[src/rtl/conv_window_gen.sv]
// conv_window_gen: line-buffered 5x5 sliding-window generator with valid/ready.
// Define CONV_WINDOW_STRIDE2_EN to emit only windows on even coordinates.
module conv_window_gen #(
  parameter int BITWIDTH = 16,
  parameter int IMG_W    = 28,
  parameter int IMG_H    = 28
) (
  input  logic                                 clk,
  input  logic                                 rst_n,
  input  logic signed [BITWIDTH-1:0]           in_pixel,
  input  logic                                 in_valid,
  output logic                                 in_ready,
  output logic signed [4:0][4:0][BITWIDTH-1:0] map_block,
  output logic                                 out_valid,
  input  logic                                 out_ready,
  output logic                                 out_last
);
  localparam int CW = $clog2(IMG_W);
  localparam int RW = $clog2(IMG_H);
  localparam logic [CW-1:0] C_LAST = CW'(IMG_W - 1);
  localparam logic [RW-1:0] R_LAST = RW'(IMG_H - 1);
  localparam logic [CW-1:0] C_MIN  = CW'(4);
  localparam logic [RW-1:0] R_MIN  = RW'(4);

  typedef logic [BITWIDTH-1:0] pix_t;
  typedef logic [4:0][4:0][BITWIDTH-1:0] win_t;

  pix_t          lb_q [4][IMG_W];
  win_t          win_q, win_d;
  win_t          map_q;
  logic [CW-1:0] c_q, c_d;
  logic [RW-1:0] r_q, r_d;
  logic          ov_q, ol_q;
  logic          in_fire, out_fire;
  logic          at_win, is_last, emit;

  assign in_ready  = !ov_q || out_ready;
  assign in_fire   = in_valid && in_ready;
  assign out_fire  = ov_q && out_ready;
  assign map_block = map_q;
  assign out_valid = ov_q;
  assign out_last  = ol_q;

`ifdef CONV_WINDOW_STRIDE2_EN
  localparam logic [CW-1:0] C_FIN = CW'(((IMG_W - 1) / 2) * 2);
  localparam logic [RW-1:0] R_FIN = RW'(((IMG_H - 1) / 2) * 2);
  assign at_win  = (r_q >= R_MIN) && (c_q >= C_MIN)
                && !r_q[0] && !c_q[0];
  assign is_last = (r_q == R_FIN) && (c_q == C_FIN);
`else
  assign at_win  = (r_q >= R_MIN) && (c_q >= C_MIN);
  assign is_last = (r_q == R_LAST) && (c_q == C_LAST);
`endif

  assign emit = in_fire && at_win;

  always_comb begin
    c_d = c_q + 1'b1;
    r_d = r_q;
    if (c_q == C_LAST) begin
      c_d = '0;
      r_d = (r_q == R_LAST) ? '0 : r_q + 1'b1;
    end
  end

  // Row i of the incoming column is image row r-4+i.
  always_comb begin
    win_d = win_q;
    for (int i = 0; i < 5; i++) begin
      for (int j = 0; j < 4; j++) begin
        win_d[i][j] = win_q[i][j+1];
      end
    end
    for (int i = 0; i < 4; i++) begin
      win_d[i][4] = lb_q[i][c_q];
    end
    win_d[4][4] = in_pixel;
  end

  always_ff @(posedge clk) begin
    if (in_fire) begin
      for (int k = 0; k < 3; k++) begin
        lb_q[k][c_q] <= lb_q[k+1][c_q];
      end
      lb_q[3][c_q] <= in_pixel;
    end
  end

  always_ff @(posedge clk or negedge rst_n) begin
    if (!rst_n) begin
      c_q   <= '0;
      r_q   <= '0;
      win_q <= '0;
      map_q <= '0;
      ov_q  <= 1'b0;
      ol_q  <= 1'b0;
    end else begin
      if (in_fire) begin
        c_q   <= c_d;
        r_q   <= r_d;
        win_q <= win_d;
      end
      if (emit) begin
        map_q <= win_d;
        ov_q  <= 1'b1;
        ol_q  <= is_last;
      end else if (out_fire) begin
        ov_q  <= 1'b0;
        ol_q  <= 1'b0;
      end
    end
  end

endmodule

[config.mk]
export PLATFORM = sky130hd
export DESIGN_NAME = conv_window_gen
export DESIGN_NICKNAME = d
export VERILOG_FILES = /design/src/rtl/conv_window_gen.sv
export SDC_FILE = /design/constraint.sdc
export NUM_CORES = 2
export LEC_CHECK = 0
export CAP_MARGIN = 10
export CORE_ASPECT_RATIO = 0.6
export CORE_MARGIN = 2
export CORE_UTILIZATION = 35
export CTS_CLUSTER_SIZE = 16
export DETAILED_ROUTE_END_ITERATION = 12
export PLACE_DENSITY = 0.52
export SLEW_MARGIN = 20
export SYNTH_ARGS = -nofsm -noshare
export SYNTH_HDL_FRONTEND = slang
export SYNTH_SLANG_ARGS = --single-unit
[constraint.sdc]
create_clock -name clk -period 10 [get_ports clk]
set_clock_uncertainty 0.1 [all_clocks]
set_input_delay 2 -clock clk [delete_from_list [all_inputs] [get_ports clk]]
set_output_delay 2 -clock clk [all_outputs]
set_load 0.05 [all_outputs]
Word-level counts from Yosys, hierarchy flattened:

Memories as Yosys holds them, arrays and structs flattened.
Cells that the tools add are included.

* order comparisons: 4
* multiplexer cells: 21
* reductions and logical operators: 10
* equal/unequal tests: 2
* bitwise logic cells: 1
* add/sub/neg operators: 2

Operators by type and width (number)
* $mux 448: 1
* $bmux 16 s5: 4
* $mux 16: 9
* $demux 16 s5: 1
* $add 5x1->5 const B: 2
* $eq 5x5->1 const B: 2
* $ge 5x3->1 const B: 2
* $mux 5: 2
* $ge 6x6->1 const B: 1
* $logic_and 1x1->1: 6
* $lt 6x1->1 const B: 1
* $not 5->6: 1
* $mux 1: 4
* $reduce_and 2->1: 1
* $reduce_bool 2->1: 1
* $logic_not 1->1: 1
* $logic_or 1x1->1: 1

* word-level logic and storage cells: 90
* input port bits: 20
* output and inout port bits: 403
* memories: 1
* bits in registers: 732
* memory bits (writable): 1792

Memory list
* lb_q: words 4, bits a word 448, read ports 4, clocked after Yosys merged registers in 0, write ports 4, RTL line 28 `pix_t lb_q [4][IMG_W];`

Depth between registers and ports, before layout:

* word-level depth: 6
* mapped depth: 9
* mapped depth without buffers: 6

Least setup slack after synthesis:

No wires, ideal clock.

* kind: in2reg
* start point: input port out_ready
* end point: memory lb_q[0][192] in the netlist's numbering (enable)
* buffers on the path: 1
* setup slack: 1924 ps
* data arrival time: 7409 ps
* library setup time: 568 ps
* stages: 5
* required time: 9332 ps
* cell sequence: nand2b_1 and2_1 buf_2 nand2_1 nor3_1

RTL lines
* start: declaration: RTL line 15 `input logic out_ready,`
* end: declaration: RTL line 28

Final worst setup path:

* start point: input port out_ready
* end point: output port in_ready

* cells in the longest elaborated chain, start to end: 1

Ends and longest elaborated chain
* $logic_or 1x1->1: RTL line 37 `assign in_ready = !ov_q || out_ready;`
* end: declaration: RTL line 12 `output logic in_ready,`

No other way between the ends.

==> run_results.csv <==
group,metric,value,unit
synth,synth_top_area_share,56.5,%
hold_path,min_path_type,"register to register",
hold_path,hold_path.startpoint,"win_d[331]$_DFFE_PN0P_",
cells_and_area,nets,5821,
setup_path,critical_path_required,7.90,ns
routing,drc,0,
flow_run,cap_violations,0,
setup_path,cp-start-kind,"input pin",
global_route,grt_pass1_wl,382,mm
setup_path,arrival,3.60,ns
placement,routabilityCongestion,0.781,
sta,final_max_slew_viol_count,0,
power_and_ir_drop,ir_drop,0.000227,V
floorplanning,start_util,35.2,%
setup_path,slowest_delay,0.85,ns
placement,place_hpwl,160,mm
setup_path,cp_slowest_cell,"clkdlybuf4s50_1",
clocking,cts_hold_buf,0,
floorplanning,die_x,677,microns
hold_path,hold_path_end,"win_d[331]$_DFFE_PN0P_",
global_route,grt_pass1_vias,50200,
sta,rsz0062_at_grt,"no",
synth,synth_warnings,0,
setup_path,crit_path_end_kind,"output pin",
routing,ant_nets,0,
setup_path,r2r_start,"c_q[1]$_DFFE_PN0P_",
floorplanning,core_area,271000,sq um
floorplanning,rows,148,
synth,ys_types,56,
global_route,grt_overflow,0,
synth,synth_edf_count,1792,
placement,place_area,104000,sq um
sta,period_needed,5.70,ns
setup_path,cp_max_fo,5,
clocking,worstSkewPairLatency,0.88,ns
clocking,cts.sinks,2524,
clocking,clockRootBuffer,"clkbuf_16",
synth,ys_seq_area_share,75.8,%
synth,synth_async_sr_flop_share,29.0,%
routing,vias,50300,
floorplanning,dieArea,276000,sq um
clocking,cts_tree,"built",
sta,fmax,175,MHz
clocking,postCtsSetupRepairBufs,0,
cells_and_area,drive_gt1_share,20.6,%
global_route,grt_max_degree,147,
floorplanning,pin_count,423,
sta,hold_violations,0,
routing,firstDrtPassIters,5,
clocking,htree_levels,4,
routing,vias_per_cell,5.26,
setup_path,critPathMostFrequentCell,"clkdlybuf4s50_1",
sta,slew_headroom,23.7,%
synth,syn-num-nets,5297,
setup_path,critPathKind,"input pin to output pin",
routing,finalWirelength,268,mm
cells_and_area,mostFrequentLayoutCells,"edfxtp_1, nand2_1, dfrtp_1",
synth,synth_ff_type,"edfxtp_1",
power_and_ir_drop,p_leak,41.2,nW
clocking,clkSlewWorstSetupHoldPaths,0.06,ns
clocking,cts_buffers,225,
synth,synth_top_area_cell,"edfxtp_1",
synth,syn_area,95200,sq um
synth,synthTopCellsByArea,"edfxtp_1, dfrtp_1, mux4_2",
setup_path,rrSetupSlack,4.85,ns
setup_path,path_cells,"clkdlybuf4s50_1 -> nand2b_1 -> clkdlybuf4s50_1",
global_route,gr-usage-all-layers,19.0,%
hold_path,min_path_cells,2,
setup_path,worstRegToRegCells,7,
synth,netlist_instances,5271,
cells_and_area,areaGrowthSynthToFinish,17.1,%
routing,wl_per_cell,27.9,microns
placement,portBuffers,422,
global_route,grt_antenna_before_repair,10,
run_status,outcome,"completed",
floorplanning,die_h,408,microns
synth,synth_area_per_cell,18.1,sq um
sta,setup-violations-final,0,
cells_and_area,fin_area,111000,sq um
setup_path,r2r-end,"win_d[294]$_DFFE_PN0P_",
clocking,postCtsResizedCells,0,
routing,initialDrtViolationCount,4931,
sta,timing.final.crit_share,57.0,%
cells_and_area,mostFrequentLayoutCell,"edfxtp_1",
sta,tightest_slew,1.14,ns
clocking,cts_max_path_buffers,4,
power_and_ir_drop,cellPowerDensity,341,nW/um^2
sta,tns,0,ns
synth,synth-seq-cells,2524,
==> state kept, by name, summed over array words and instances (netlist names) <==
signal     count
r_q            5
map_block    400
out_valid      1
c_q            5
win_d        320
out_last       1
lb_q        1792
==> critical path, delay by kind of cell <==
| family | cells | cell delay (ns) |
|---|---|---|
| simple gates | 1 | 0.26 |
| buf+inv | 2 | 1.34 |
==> stage by stage <==
| stage | instances | power (mW) | utilization (%) | setup WS (ns) | hold slack [ns] |
|---|---|---|---|---|---|
| 5_1_grt | 9576 | 39.5 | 41.2 | 4.26 | 0.398 |
| 3_3_place_gp | 9165 | 29.4 | 38.5 | 3.79 | 0.355 |
| 4_1_cts | 9573 | 38.4 | 41.1 | 4.29 | 0.377 |
| 3_5_place_dp | 9165 | 29.6 | 38.5 | 3.80 | 0.359 |
| 6_report | 9578 | 38.0 | 41.2 | 4.30 | 0.369 |
| 2_1_floorplan | 5271 | 23.5 | - | 1.92 | 0.339 |
==> synth_stat cells (all sizes together), types with 3 or more instances <==
library cell / instances
clkbuf: 95
and2: 5
o221ai: 5
o21ai: 4
nor4: 4
nand2: 800
inv: 6
a22oi: 133
nor3: 7
ha: 6
nor2b: 5
nand4b: 3
a31oi: 5
nand4bb: 4
mux4: 253
or4b: 4
nand3: 84
and3: 3
nor2: 33
o22ai: 136
dfrtp: 732
nand2b: 7
a211oi: 60
buf: 189
edfxtp: 1792
mux2i: 395
a21oi: 14
mux2: 465
==> layer usage <==
layer / GRT usage, % / wire [microns] / up-vias
li1: - / - / 21300
met3: 3.61 / 18000 / 295
met2: 27.6 / 115000 / 1559
met4: 3.15 / 4270 / 0
met1: 29.9 / 130000 / 27200
met5: 0 / 0 / -
==> final cells by class <==
type	count	area, sq um
Tap cell	3600	4500
Timing Repair Buffer	581	5650
Clock inverter	110	1040
Clock buffer	298	6190
Multi-Input combinational cell	2456	21900
Sequential cell	2524	72100
Antenna cell	2	5.00
Inverter	7	26.3
Fill cell	24200	159000
==> power breakdown <==
group / switching (mW) / internal (mW)
clock: 3.88 / 4.85
sequential: 0.843 / 15.0
combinational: 9.51 / 3.89
==> worst max-delay path by stage <==
| stage | startpoint | cells after the start | end | slack (ns) |
|---|---|---|---|---|
| 6_report | out_ready | 3 | in_ready | 4.30 |
| 5_1_grt | out_ready | 3 | in_ready | 4.26 |
| 4_1_cts | out_ready | 3 | in_ready | 4.29 |
| 3_5_place_dp | out_ready | 6 | lb_q[1][408]$_DFFE_PP_ | 3.80 |
| 3_3_place_gp | out_ready | 7 | lb_q[1][260]$_DFFE_PP_ | 3.79 |
| 2_1_floorplan | out_ready | 5 | lb_q[0][192]$_DFFE_PP_ | 1.92 |
==> cells by family after synthesis <==
| kind of cell | Yosys count | synth area share (%) |
|---|---|---|
| buffers and inverters | 291 | 1.60 |
| DFF | 2524 | 75.8 |
| xor gates and xnor gates | 4 | 0.0368 |
| AOI/OAI and AO/OA | 361 | 2.68 |
| muxes | 1113 | 15.6 |
| adders and majority gates | 6 | 0.0789 |
| and+or+nand+nor | 972 | 4.19 |
No activity file was read; power rests on OpenSTA's default activity.
